===== config.mk =====
export PLATFORM = sky130hd
export DESIGN_NAME = posit_normalize_es3_flat
export DESIGN_NICKNAME = d
export VERILOG_FILES = /design/src/rtl/posit_normalize_es3_pkg.sv /design/src/rtl/posit_normalize_es3_if.sv /design/src/rtl/posit_normalize_es3_regime.sv /design/src/rtl/posit_normalize_es3.sv /design/src/flat_wrapper.sv
export SDC_FILE = /design/constraint.sdc
export NUM_CORES = 1
export LEC_CHECK = 0
export CAP_MARGIN = 20
export CORE_MARGIN = 2
export CORE_UTILIZATION = 54
export DETAILED_ROUTE_END_ITERATION = 6
export GPL_TIMING_DRIVEN = 0
export PLACE_DENSITY = 0.78
export SYNTH_ARGS = -nofsm -noshare
export SYNTH_HDL_FRONTEND = slang
export SYNTH_SLANG_ARGS = --single-unit

===== constraint.sdc =====
create_clock -name clk -period 4.8 [get_ports clk]
set_input_delay 1.44 -clock clk [delete_from_list [all_inputs] [get_ports clk]]
set_output_delay 1.44 -clock clk [all_outputs]
set_load 0.02 [all_outputs]

===== src/rtl/posit_normalize_es3_pkg.sv =====
// -----------------------------------------------------------------------------
// posit_defines_es3 : shared definitions for the posit<32,3> adder datapath.
//   - widths and constants of the raw serialized sum
//   - value_sum     : unpacked view of the 40-bit raw sum
//   - shift_right() : logical right shift used by the regime builder
// -----------------------------------------------------------------------------
package posit_defines_es3;

    localparam int POSIT_SERIALIZED_WIDTH_SUM_ES3 = 40;
    localparam int POSIT_NBITS_ES3                = 32;
    localparam int POSIT_ES_ES3                   = 3;
    localparam int POSIT_FBITS_ES3                = 28;

    localparam logic signed [8:0] POSIT_MAXPOS_SCALE_ES3 = 9'sd240;
    localparam logic [31:0]       POSIT_NAR_ES3          = 32'h8000_0000;
    localparam logic [30:0]       POSIT_MAXPOS_MAG_ES3   = 31'h7FFF_FFFF;

    typedef struct packed {
        logic              sgn;
        logic signed [8:0] scale;
        logic [27:0]       fraction;
        logic              inf;
        logic              zero;
    } value_sum;

    function automatic logic [63:0] shift_right(input logic [63:0] val,
                                                input logic [5:0]  amt);
        return val >> amt;
    endfunction

endpackage


===== src/rtl/posit_normalize_es3_if.sv =====
// -----------------------------------------------------------------------------
// posit_normalize_es3_if : raw-sum interface between the posit adder (master)
// and the normalizer/encoder (slave).
//   start     : raw sum valid
//   in        : raw sum {sgn, scale[8:0], fraction[27:0], inf, zero}
//   truncated : adder dropped nonzero bits during alignment
//   result    : packed posit<32,3> word
//   inexact   : result differs from the exact raw value
//   done      : result/inexact valid
// -----------------------------------------------------------------------------
interface posit_normalize_es3_if;
    import posit_defines_es3::*;

    logic                                      start;
    logic [POSIT_SERIALIZED_WIDTH_SUM_ES3-1:0] in;
    logic                                      truncated;
    logic [POSIT_NBITS_ES3-1:0]                result;
    logic                                      inexact;
    logic                                      done;

    modport master (output start, in, truncated, input result, inexact, done);
    modport slave  (input start, in, truncated, output result, inexact, done);

endinterface


===== src/rtl/posit_normalize_es3_regime.sv =====
// -----------------------------------------------------------------------------
// posit_regime_build_es3 : combinational body builder.
//   k        : regime value (-32..31)
//   e        : exponent field
//   fraction : fraction without hidden bit
//   body     : regime | e | fraction, left-aligned in 64 bits
// k >= 0 : (k+1) ones then a zero; k < 0 : (-k) zeros then a one.
// -----------------------------------------------------------------------------
module posit_regime_build_es3
    import posit_defines_es3::*;
(
    input  logic signed [5:0] k,
    input  logic [2:0]        e,
    input  logic [27:0]       fraction,
    output logic [63:0]       body
);

    logic [5:0]  amt;
    logic [63:0] tail;

    always_comb begin
        amt  = '0;
        tail = '0;
        body = '0;
        if (!k[5]) begin
            amt  = {1'b0, k[4:0]} + 6'd1;
            tail = {1'b0, e, fraction, 32'd0};
        end else begin
            amt  = ~k + 6'd1;
            tail = {1'b1, e, fraction, 32'd0};
        end
        // A 32-place regime already pushes the payload to the bottom word;
        // anything longer is only reachable through the saturation flags.
        if (amt > 6'd32) begin
            amt = 6'd32;
        end
        body = shift_right(tail, amt);
        if (!k[5]) begin
            body = body | ~shift_right({64{1'b1}}, amt);
        end
    end

endmodule


===== src/rtl/posit_normalize_es3.sv =====
// -----------------------------------------------------------------------------
// posit_normalize_es3 : raw posit sum -> packed posit<32,3>, round to nearest
// even with saturation. One result per cycle, start sampled at edge E0 gives
// done after edge E3.
//   clk, rst_n : clock, asynchronous active-low reset
//   bus        : posit_normalize_es3_if slave (start/in/truncated in,
//                result/inexact/done out)
// Build option POSIT_NORM_TRUNC_STICKY_EN: the truncated input joins the
// sticky bit (rounding and inexact). Without it the input is ignored.
// -----------------------------------------------------------------------------
module posit_normalize_es3
    import posit_defines_es3::*;
#(
    parameter int NBITS = 32,
    parameter int ES    = 3,
    parameter int FBITS = 28
) (
    input  logic                  clk,
    input  logic                  rst_n,
    posit_normalize_es3_if.slave  bus
);

    value_sum in_val;
    assign in_val = bus.in;

    logic trunc_sticky;

    // Input register
    logic     r0_valid;
    value_sum r0_val;

    always_ff @(posedge clk or negedge rst_n) begin
        if (!rst_n) begin
            r0_valid <= 1'b0;
            r0_val   <= '0;
        end else begin
            // An unknown start takes the else branch and reads as idle.
            if (bus.start) r0_valid <= 1'b1;
            else           r0_valid <= 1'b0;
            r0_val <= in_val;
        end
    end

`ifdef POSIT_NORM_TRUNC_STICKY_EN
    logic r0_trunc;
    logic s1_trunc;

    always_ff @(posedge clk or negedge rst_n) begin
        if (!rst_n) begin
            r0_trunc <= 1'b0;
            s1_trunc <= 1'b0;
        end else begin
            r0_trunc <= bus.truncated;
            s1_trunc <= r0_trunc;
        end
    end
    assign trunc_sticky = s1_trunc;
`else
    logic unused_truncated;
    assign unused_truncated = bus.truncated;
    assign trunc_sticky     = 1'b0;
`endif

    // Stage 1: split scale into regime/exponent, flag saturation
    logic signed [8:0] r0_scale;
    assign r0_scale = r0_val.scale;

    logic              s1_valid, s1_sgn, s1_sat_hi, s1_sat_lo, s1_inf, s1_zero;
    logic signed [5:0] s1_k;
    logic [2:0]        s1_e;
    logic [27:0]       s1_frac;

    always_ff @(posedge clk or negedge rst_n) begin
        if (!rst_n) begin
            s1_valid  <= 1'b0;
            s1_sgn    <= 1'b0;
            s1_k      <= '0;
            s1_e      <= '0;
            s1_frac   <= '0;
            s1_sat_hi <= 1'b0;
            s1_sat_lo <= 1'b0;
            s1_inf    <= 1'b0;
            s1_zero   <= 1'b0;
        end else begin
            s1_valid  <= r0_valid;
            s1_sgn    <= r0_val.sgn;
            // scale >>> 3 always fits in 6 bits: it is just the top slice.
            s1_k      <= r0_scale[8:3];
            s1_e      <= r0_scale[2:0];
            s1_frac   <= r0_val.fraction;
            s1_sat_hi <= (r0_scale >= POSIT_MAXPOS_SCALE_ES3);
            s1_sat_lo <= (r0_scale < -POSIT_MAXPOS_SCALE_ES3);
            s1_inf    <= r0_val.inf;
            s1_zero   <= r0_val.zero;
        end
    end

    // Stage 2: assemble body, extract magnitude/guard/sticky
    logic [63:0] body;

    posit_regime_build_es3 u_regime (
        .k        (s1_k),
        .e        (s1_e),
        .fraction (s1_frac),
        .body     (body)
    );

    logic        s2_valid, s2_sgn, s2_guard, s2_sticky;
    logic        s2_sat_hi, s2_sat_lo, s2_inf, s2_zero;
    logic [30:0] s2_mag;

    always_ff @(posedge clk or negedge rst_n) begin
        if (!rst_n) begin
            s2_valid  <= 1'b0;
            s2_sgn    <= 1'b0;
            s2_mag    <= '0;
            s2_guard  <= 1'b0;
            s2_sticky <= 1'b0;
            s2_sat_hi <= 1'b0;
            s2_sat_lo <= 1'b0;
            s2_inf    <= 1'b0;
            s2_zero   <= 1'b0;
        end else begin
            s2_valid  <= s1_valid;
            s2_sgn    <= s1_sgn;
            s2_mag    <= body[63:33];
            s2_guard  <= body[32];
            s2_sticky <= (|body[31:0]) | trunc_sticky;
            s2_sat_hi <= s1_sat_hi;
            s2_sat_lo <= s1_sat_lo;
            s2_inf    <= s1_inf;
            s2_zero   <= s1_zero;
        end
    end

    // Stage 3: round, saturate, apply sign and specials
    logic [30:0] mag_rnd;
    logic [31:0] result_nxt;
    logic        inexact_nxt;

    always_comb begin
        mag_rnd     = s2_mag;
        result_nxt  = '0;
        inexact_nxt = 1'b0;
        // Incrementing maxpos would wrap into NaR, so it is held.
        if (s2_guard && (s2_sticky || s2_mag[0]) &&
            (s2_mag != POSIT_MAXPOS_MAG_ES3)) begin
            mag_rnd = s2_mag + 31'd1;
        end
        if (s2_sat_hi)      mag_rnd = POSIT_MAXPOS_MAG_ES3;
        else if (s2_sat_lo) mag_rnd = 31'd1;
        result_nxt  = s2_sgn ? (32'd0 - {1'b0, mag_rnd}) : {1'b0, mag_rnd};
        inexact_nxt = s2_guard | s2_sticky | s2_sat_hi | s2_sat_lo;
        if (s2_inf) begin
            result_nxt  = POSIT_NAR_ES3;
            inexact_nxt = 1'b0;
        end else if (s2_zero) begin
            result_nxt  = '0;
            inexact_nxt = 1'b0;
        end
    end

    logic        done_q, inexact_q;
    logic [31:0] result_q;

    always_ff @(posedge clk or negedge rst_n) begin
        if (!rst_n) begin
            done_q    <= 1'b0;
            result_q  <= '0;
            inexact_q <= 1'b0;
        end else begin
            done_q    <= s2_valid;
            result_q  <= result_nxt;
            inexact_q <= inexact_nxt;
        end
    end

    assign bus.done    = done_q;
    assign bus.result  = result_q;
    assign bus.inexact = inexact_q;

    // Encoding above is hard-wired for posit<32,3> with a 28-bit fraction.
    always_comb begin
        assert (NBITS == 32 && ES == 3 && FBITS == 28);
    end

endmodule

===== src/flat_wrapper.sv =====
// flat-port wrapper written by rule: the top's interface ports become plain ports
module posit_normalize_es3_flat import posit_defines_es3::*;
#(
    parameter int NBITS = 32,
    parameter int ES    = 3,
    parameter int FBITS = 28
)
  (clk, rst_n, bus_start, bus_in, bus_truncated, bus_result, bus_inexact, bus_done);
  posit_normalize_es3_if bus_i ();
  input  logic clk;
  input  logic rst_n;
  input wire logic [$bits(bus_i.start)-1:0] bus_start;
  input wire logic [$bits(bus_i.in)-1:0] bus_in;
  input wire logic [$bits(bus_i.truncated)-1:0] bus_truncated;
  output wire logic [$bits(bus_i.result)-1:0] bus_result;
  output wire logic [$bits(bus_i.inexact)-1:0] bus_inexact;
  output wire logic [$bits(bus_i.done)-1:0] bus_done;
  assign bus_i.start = bus_start;
  assign bus_i.in = bus_in;
  assign bus_i.truncated = bus_truncated;
  assign bus_result = bus_i.result;
  assign bus_inexact = bus_i.inexact;
  assign bus_done = bus_i.done;
  posit_normalize_es3 #(.NBITS(NBITS), .ES(ES), .FBITS(FBITS)) u_core (.clk(clk), .rst_n(rst_n), .bus(bus_i));
endmodule

==> run metrics, run 1 <==
Lkg Pwr=4.65 nW; ant diodes=0; top-count cell post-synth=dfrtp_1; Final Cycle Share=100%; setup violators final=1; unrepaired setup endpoints after global routing=yes; Mapped Area=0.00984 mm²; final core utilization=66.1%; CP max stage cell=o21ai_1; core area=0.0179 mm²; # IOs=78; Tightest Pin Transition=0.906 ns; # fillers=1443; Final Critical Period=4.80 ns; top post-synthesis cells by count=dfrtp_1 (157), nor2_1 (132), nand2_1 (112); Final Hold Vio Count=0; number of synthesized flops with an enable pin=0; syn_area_per_cell=8.64 µm²; post-synthesis sequential element count=157; post-synth top area cell=dfrtp_1; die height=139 µm; area grow syn2layout=20.2%; Worst VDD drop=0.286 mV; asr flop ratio synth=100%; Via Count=10200; Cells after Synth=1139; Max Cap Violations=0; failing checks=setup timing; Setup crit end kind=flop; H-tree depth=4; initial antenna violation count=0; required time worst endpoint=5.11 ns; status=finished, violations left; CTS buffer count=17; DRT antenna net count=0; first-pass GRT wire length=57700 µm; Initial Utilization=55.0%; Crit Path Class=flop to flop; CP arrival=5.12 ns; die width=139 µm; clock latency on the worst-skew pair=0.44 ns; count of different cell masters after synthesis=90; global placer's final weighted congestion=1.02; clock root buffer=clkbuf_16; DR iter-0 viols=1308; I/O Buffers=76; CTS tree=done; crit start category=flop; worst-path cell chain=clkbuf_4 > xnor2_4 > inv_6 > buf_6 > buf_6 > clkbuf_8 > ha_4 > xor3_2 > o221a_2 > buf_2 > clkbuf_8 > a22oi_1 > a22oi_2 > o21ai_1 > nor2_1 > a21oi_1 > a2111oi_2 > o211ai_1; WL per Instance=25.3 µm; Max clock buf depth=2; synth warn=0; Yosys top cell area share=39.9%; clk slew on worst S/H paths=0.07 ns; Overflow after GRT=0; area of the multi-input gates=0.00569 mm²; Post-Route WL=37600 µm; drt pass-1 iters=5; Post-Syn Nets=1186; FF+latch area=0.00393 mm²; Slew HR=39.4%; pins over their slew limit=0; fin nets=1289; PD cells=421 mW/mm²; Final TNS setup=-0.00340 ns; FMAX=208 MHz; GRT Util Overall=39.0%; post-synthesis sequential area ratio=39.9%; Hold WC Path Type=flop to flop; CTS sink cnt=157; Synth area leaders=dfrtp_1 (40%), nor2_1 (5.0%), nand2_1 (4.3%), a21oi_1 (3.7%), mux2i_1 (3.6%); clk_skew=0.0144 ns; final setup margin=-0.00340 ns; crit path max fanout=10; # DRC=0; Most used DFF post-synth=dfrtp_1; DP HPWL=27900 µm; Via density=6.87; layout cells sized above 1=11.2%; peak per-stage delay on the critical path=0.54 ns; number of global-route vias before repair=10100; pin count of the biggest net entering global routing=112; WHS=0.342 ns; Site Rows=49; full die area=0.0193 mm²
==> state kept, by name (all words and copies together) (netlist names), 3 cells and up <==
name,count
u_core.s1_k,6
u_core.r0_scale,9
u_core.r0_val,31
u_core.s2_mag,31
u_core.bus.result,32
u_core.s1_frac,28
u_core.s1_e,3
==> stage by stage <==
step	cell area (µm²)	power, mW	cells	setup WS [ns]
final	11800	4.98	1484	-0.00340
after global routing	11800	5.17	1484	-0.124
after CTS	11800	4.88	1484	0.0448
after detailed placement	10900	3.43	1446	-2.64
after global placement	10900	3.42	1444	-3.35
after floorplan	9840	2.79	1139	0.0708
==> cells by family after synthesis <==
family | after synthesis | share of synthesized area, %
AND/OR/NAND/NOR | 445 | 22.1
AO/OA/AOI/OAI | 337 | 23.7
flip-flops | 157 | 39.9
buffers and inverters | 101 | 4.03
XOR/XNOR | 53 | 5.01
multiplexers | 43 | 4.82
adder cells (fa/ha/maj) | 3 | 0.381
==> critical path: cells and delay by family (launching register included) <==
family | cells | cell delay [ns]
compound gates | 7 | 2.02
fa+ha+maj | 1 | 0.20
xor+xnor | 2 | 0.54
flops | 1 | 0.42
buf+inv | 7 | 1.38
simple gates | 1 | 0.11
==> routing by layer <==
layer,up-vias,global-route usage (%),part of all wire [%]
li1,4460,-,-
met1,4778,43.3,35
met2,725,65.2,47
met3,230,9.36,8.9
met4,0,28.9,9.0
met5,-,0,0
==> path summary, 6_finish.rpt <==
| kind | from | endpoint | cells past startpoint | slack [ns] |
|---|---|---|---|---|
| max in group asynchronous | rst_n | u_core.s1_frac[4] | 2 | 3.01 |
| min in group asynchronous | rst_n | u_core.s2_valid | 1 | 0.92 |
| setup reg to reg | u_core.s1_k[5] | u_core.s2_sticky | 18 | -0.003 |
| hold / removal | u_core.r0_val[4] | u_core.s1_frac[2] | 0 | 0.34 |
| setup / recovery | u_core.s1_k[5] | u_core.s2_sticky | 18 | -0.003 |
| hold reg to reg | u_core.r0_val[4] | u_core.s1_frac[2] | 0 | 0.34 |
==> cells in the final DEF, fill, tap and decap left out, types with 21 or more instances in the layout <==
cell type | Yosys | layout
clkdlybuf4s50_1 | 0 | 75
mux2i_1 | 35 | 34
xnor2_1 | 37 | 36
nand4_1 | 21 | 21
a21oi_1 | 72 | 70
nand3_1 | 41 | 41
dfrtp_1 | 157 | 157
o21ai_0 | 60 | 57
clkbuf_1 | 61 | 44
nor3_1 | 28 | 28
nand2_1 | 112 | 111
nor2_1 | 132 | 131
==> layout make-up <==
class	instances	area share [%]
Multi-Input combinational cell	881	48.1
Sequential cell	157	33.2
Clock buffer	21	3.98
Timing Repair Buffer	86	7.22
Clock inverter	11	1.03
Tap cell	229	2.42
Buffer	83	3.49
Inverter	16	0.550
==> power by group <==
part	total (mW)	internal, mW	switching, mW
combinational	2.01	0.737	1.27
clock	1.36	0.772	0.593
sequential	1.61	1.46	0.146
total	4.98	2.97	2.01
==> what timing repair did <==
action                     4_1_cts  5_1_grt
gates resized for setup         71       12
setup endpoints to repair       33       15
buffers inserted                 8        0
hold buffers                     0        0
pin swaps                        4        2
(Power assumes the default switching activity.)
==> inputs of run 2 (changes only) <==
Settings changed: PLACE_DENSITY 0.78 to 0.8.
==> run metrics, run 2 (synthesis results as in run 1) <==
Crit Path Class=flop to flop; number of flip-flops under the largest register name=32 (unchanged); WL per Instance=25.3 µm (-0.22%); Initial Utilization=55.0% (unchanged); hold path startpoint=u_core.r0_val[0]; drt pass-1 iters=7 (+2); CTS sink cnt=157 (unchanged); failing checks=DRC; Tot Pwr=5.16 mW (+3.7%); clk_skew=0.00712 ns (-0.00728 ns); # fillers=1480 (+2.6%); number of global-route vias before repair=9867 (-2.3%); leading cell type in the layout, fill and taps excluded=dfrtp_1; Setup crit end kind=flop; final setup margin=0.0469 ns (+0.0503 ns); I/O Buffers=76 (unchanged); CTS Hold Buffers Added=0 (unchanged); die width=139 µm (unchanged); first-pass GRT wire length=57200 µm (-0.99%); Site Rows=49 (unchanged); GRT Util Overall=38.7% (-0.30 points); # IOs=78 (unchanged); Max Cap Violations=0 (unchanged); Via density=6.94 (+1.0%); full die area=0.0193 mm² (unchanged); Non-Filler Instances=1486 (+0.13%); CTS buffer count=17 (unchanged); clock latency on the worst-skew pair=0.44 ns (about the same); CTS tree=done; unrepaired setup endpoints after global routing=yes; area of the multi-input gates=0.00573 mm² (+0.66%); Slew HR=39.0% (-0.37 points); Max clock buf depth=2 (unchanged); Overflow after GRT=0 (unchanged); Critical Path Source=u_core.s1_k[5]; Tightest Pin Transition=0.910 ns (+0.00339 ns); Final Hold Vio Count=0 (unchanged); initial antenna violation count=0 (unchanged); Final Cycle Share=99.0% (-1.0 points); clk slew on worst S/H paths=0.07 ns (about the same); required time worst endpoint=5.07 ns (-0.04 ns); dpl cell area=0.0109 mm² (about the same); layout cells sized above 1=11.5% (+0.31 points); area grow syn2layout=21.2%; setup violators final=0 (-1); commonest non-fill, non-tap cells in the layout=dfrtp_1 (157), nor2_1 (132), nand2_1 (111); status=finished, violations left; clock root buffer=clkbuf_16; crit start category=flop; pin count of the biggest net entering global routing=112 (unchanged); crit path max fanout=10 (unchanged); Final Critical Period=4.75 ns (-0.0503 ns); Post-Route WL=37500 µm (about the same); H-tree depth=4 (unchanged); FF+latch area=0.00393 mm² (unchanged); Worst VDD drop=0.290 mV (+1.4%); die height=139 µm (unchanged); pre-CTS setup slack=-2.59 ns (+0.0487 ns); DP HPWL=27200 µm (-2.6%); FMAX=210 MHz (+1.1%); Post-Layout Inst Area=0.0119 mm² (+0.80%); Reg2Reg Launch Point=u_core.s1_k[5]; Hold WC Path Type=flop to flop; # DRC=38 (+38); placed cells=1447 (+0.069%); core area=0.0179 mm² (unchanged); DRT antenna net count=0 (unchanged); PD cells=433 mW/mm² (+2.9%); pins over their slew limit=0 (unchanged); DR iter-0 viols=1496 (+14%); Via Count=10300 (+1.1%); global placer's final weighted congestion=1.08 (+5.7%); Lkg Pwr=4.69 nW (+0.87%); fin nets=1291 (+0.16%); CP arrival=5.02 ns (-0.10 ns)
-- run 2: where the power goes --
group / internal [mW] / switching, mW / leakage [nW]
Sequential: 1.46 / 0.151 / 1.90
Combinational: 0.740 / 1.29 / 2.47
Clock: 0.893 / 0.624 / 0.318
Total: 3.09 / 2.07 / 4.69
-- run 2: area by class of cell --
class	instances	area share, %
Inverter	16	0.546
Buffer	84	3.42
Timing Repair Buffer	87	7.20
Tap cell	229	2.40
Multi-Input combinational cell	881	48.0
Sequential cell	157	32.9
Clock inverter	14	1.87
Antenna cell	1	0.0210
Clock buffer	17	3.57
-- run 2: timing repair --
| action | in CTS | in global routing |
|---|---|---|
| setup buffers | 7 | 1 |
| cloned | 0 | 0 |
| endpoints found under the setup margin | 33 | 5 |
| gates resized for setup | 65 | 25 |
| pin swaps | 5 | 3 |
-- run 2: critical path: stages (launching register included) --
cell and delay [ns]:
dfrtp_1 0.42, clkbuf_4 0.23, xnor2_4 0.17, inv_6 0.16
buf_6 0.18, buf_6 0.18, buf_8 0.18, ha_4 0.20
xor3_2 0.33, o221ai_4 0.16, buf_6 0.21, buf_4 0.23
mux2i_1 0.38, a221oi_1 0.24, a21oi_2 0.23, nor2_1 0.08
a211oi_2 0.30, nand4_1 0.18, a2111oi_2 0.28, o211ai_1 0.24
-- run 2: stage by stage --
stage	TNS, ns	hold WS, ns	util [%]
2_1_floorplan	0	0.331	-
3_3_place_gp	-578.47	0.332	60.8
3_5_place_dp	-53.78	0.335	61.0
4_1_cts	0	0.349	66.1
5_1_grt	-0.0490	0.353	66.6
6_report	0	0.349	66.6
-- run 2: routing by layer --
layer / up-vias / wire, µm / track usage, %
met4: 0 / 3020 / 27.0
li1: 4459 / - / -
met1: 4793 / 13100 / 43.9
met3: 211 / 3720 / 9.01
met2: 847 / 17700 / 64.7
met5: - / 0 / 0
-- run 2: path summary, 6_finish.rpt --
check,to,slack (ns),depth (start not counted)
min reg2reg,u_core.s1_zero,0.35,0
max in group asynchronous,u_core.r0_val[23],3.04,2
max,u_core.s2_sticky,0.05,19
min,u_core.s1_zero,0.35,0
min in group asynchronous,u_core.bus.result[17],0.92,1
max reg2reg,u_core.s2_sticky,0.05,19
==> inputs of run 3 (changes only) <==
Settings changed: CELL_PAD_IN_SITES_DETAIL_PLACEMENT set to 1, CELL_PAD_IN_SITES_GLOBAL_PLACEMENT set to 1, CORE_UTILIZATION 54 to 41, PLACE_DENSITY 0.8 to 0.79.
==> run metrics, run 3 (synthesis results as in run 1) <==
status=finished, violations left; failing checks=setup timing; # IOs=78 (unchanged); Initial Utilization=41.8% (-13 points); Setup crit end kind=flop; Slew HR=31.2% (-7.8 points); drt pass-1 iters=5 (-2); final setup margin=-0.0261 ns (-0.0730 ns); # DRC=0 (-100%); Non-Filler Instances=1578 (+6.2%); pin count of the biggest net entering global routing=88 (-21%); core area=0.0235 mm² (+32%); initial antenna violation count=0 (unchanged); Tot Pwr=5.09 mW (-1.5%); Crit Path Class=flop to flop; grt met1 use=37.1% (-6.8 points); CTS tree=done; placed cells=1536 (+6.2%); # fillers=2768 (+87%); Lkg Pwr=4.69 nW (about the same); DR iter-0 viols=802 (-46%); Post-Route WL=41600 µm (+11%); crit start category=flop; PD cells=421 mW/mm² (-2.8%); Via density=6.40 (-7.8%); number of flip-flops under the largest register name=32 (unchanged); clock root buffer=clkbuf_16; Final Critical Period=4.83 ns (+0.0730 ns); Hold WC Path Type=flop to flop; H-tree depth=4 (unchanged); grt met3 use=4.34% (-4.7 points); CP arrival=5.10 ns (+0.08 ns); clock latency on the worst-skew pair=0.45 ns (about the same); Site Rows=56 (+14%); first-pass GRT wire length=63300 µm (+11%); global routing met2 resource utilization=58.3% (-6.4 points); CTS Hold Buffers Added=0 (unchanged); Max clock buf depth=2 (unchanged); setup violators final=1 (+1); commonest non-fill, non-tap cells in the layout=dfrtp_1 (157), nor2_1 (132), nand2_1 (111); required time worst endpoint=5.07 ns (about the same); ant diodes=0 (-1); WL per Instance=26.4 µm (+4.3%); area grow syn2layout=22.9%; Most Crowded Layer GR=met2; clk_skew=0.0150 ns (+0.00788 ns); CTS sink cnt=157 (unchanged); Final Hold Vio Count=0 (unchanged); Worst VDD drop=0.247 mV (-15%); unrepaired setup endpoints after global routing=yes; DRT antenna net count=0 (unchanged); Hold Crit Depth=0 (unchanged); Via Count=10100 (-2.1%); fin nets=1293 (+0.15%); full die area=0.0253 mm² (+31%); number of global-route vias before repair=10300 (+4.7%); clk slew on worst S/H paths=0.08 ns (about the same); leading cell type in the layout, fill and taps excluded=dfrtp_1; I/O Buffers=76 (unchanged); die width=159 µm (+14%); dpl cell area=0.0110 mm² (+1.0%); Max Cap Violations=0 (unchanged); crit path max fanout=10 (unchanged); reg2reg setup slack=-0.03 ns (-0.07 ns); global placer's final weighted congestion=0.958 (-11%); layout cells sized above 1=12.2% (+0.77 points); Tightest Pin Transition=1.03 ns (+0.118 ns); Post-Layout Inst Area=0.0121 mm² (+1.4%); Final Cycle Share=101% (+1.5 points); CTS buffer count=17 (unchanged); GRT Util Overall=32.8% (-5.9 points); DP HPWL=31700 µm (+16%); Overflow after GRT=0 (unchanged); die height=159 µm (+14%); Reg2Reg Depth=16 (-3); FMAX=207 MHz (-1.5%); pre-CTS setup slack=-2.57 ns (+0.0215 ns); pins over their slew limit=0 (unchanged)
[run 3: cell count changes in the layout (fill, tap and decap cells not counted), moves of 3 or more]
| cell | previous run | this run |
|---|---|---|
| clkbuf_2 | 12 | 9 |
| buf_4 | 9 | 14 |
| inv_6 | 7 | 3 |
| o311ai_2 | 1 | 4 |
| clkinv_4 | 0 | 3 |
| bufinv_16 | 4 | 0 |
| clkinv_8 | 1 | 5 |
| o311ai_0 | 9 | 5 |
[run 3: stage by stage]
| stage | utilization [%] | hold slack (ns) | setup TNS, ns |
|---|---|---|---|
| 2_1_floorplan | - | 0.331 | 0 |
| 3_3_place_gp | 46.7 | 0.331 | -603.81 |
| 3_5_place_dp | 46.9 | 0.336 | -55.73 |
| 4_1_cts | 50.6 | 0.347 | 0 |
| 5_1_grt | 51.4 | 0.346 | -0.154 |
| 6_report | 51.4 | 0.344 | -0.0261 |
[run 3: repair_timing]
item | 4_1_cts | 5_1_grt
resized for setup | 72 | 32
pin swaps | 2 | 6
setup buffers | 4 | 8
setup endpoints to repair | 33 | 18
[run 3: area by class of cell]
type / instances / area [µm²] / area share, %
multi-input cells: 881 / 5810 / 48.0
flip-flops and latches: 157 / 3930 / 32.5
repair buffers: 90 / 885 / 7.32
clock buffers: 18 / 439 / 3.63
plain buffers: 83 / 404 / 3.34
well taps: 319 / 399 / 3.30
clock inverters: 14 / 166 / 1.38
inverters: 16 / 65.1 / 0.538
[run 3: report_power, final]
group / internal (mW) / leakage [nW] / switching, mW
registers: 1.46 / 1.90 / 0.145
clock network: 0.714 / 0.291 / 0.674
logic: 0.753 / 2.50 / 1.34
[run 3: metal layers]
| metal | vias up | routed length (µm) |
|---|---|---|
| met3 | 156 | 2260 |
| met4 | 0 | 2970 |
| met2 | 467 | 20900 |
| li1 | 4460 | - |
| met1 | 5014 | 15500 |
| met5 | - | 0 |
[run 3: path summary, 6_finish.rpt]
path	from	endpoint
worst max-delay path	u_core.s1_k[5]	u_core.s2_sticky
worst min-delay path	u_core.r0_val[1]	u_core.s1_inf
max in group asynchronous	rst_n	u_core.s1_frac[20]
worst max register to register	u_core.s1_k[5]	u_core.s2_sticky
worst min register to register	u_core.r0_val[1]	u_core.s1_inf
min in group asynchronous	rst_n	u_core.bus.done
[run 3: critical path, cell delays in order (launching register included)]
cell	delay, ns
dfrtp_1	0.42
clkbuf_4	0.22
xnor2_4	0.19
clkinv_4	0.11
clkbuf_8	0.19
buf_6	0.16
clkbuf_8	0.20
ha_4	0.20
and3_2	0.28
nor2_1	0.56
a2bb2oi_1	0.38
o22a_1	0.28
o21ai_0	0.32
a211oi_1	0.35
o2111ai_1	0.23
a2111oi_4	0.31
o211ai_1	0.21
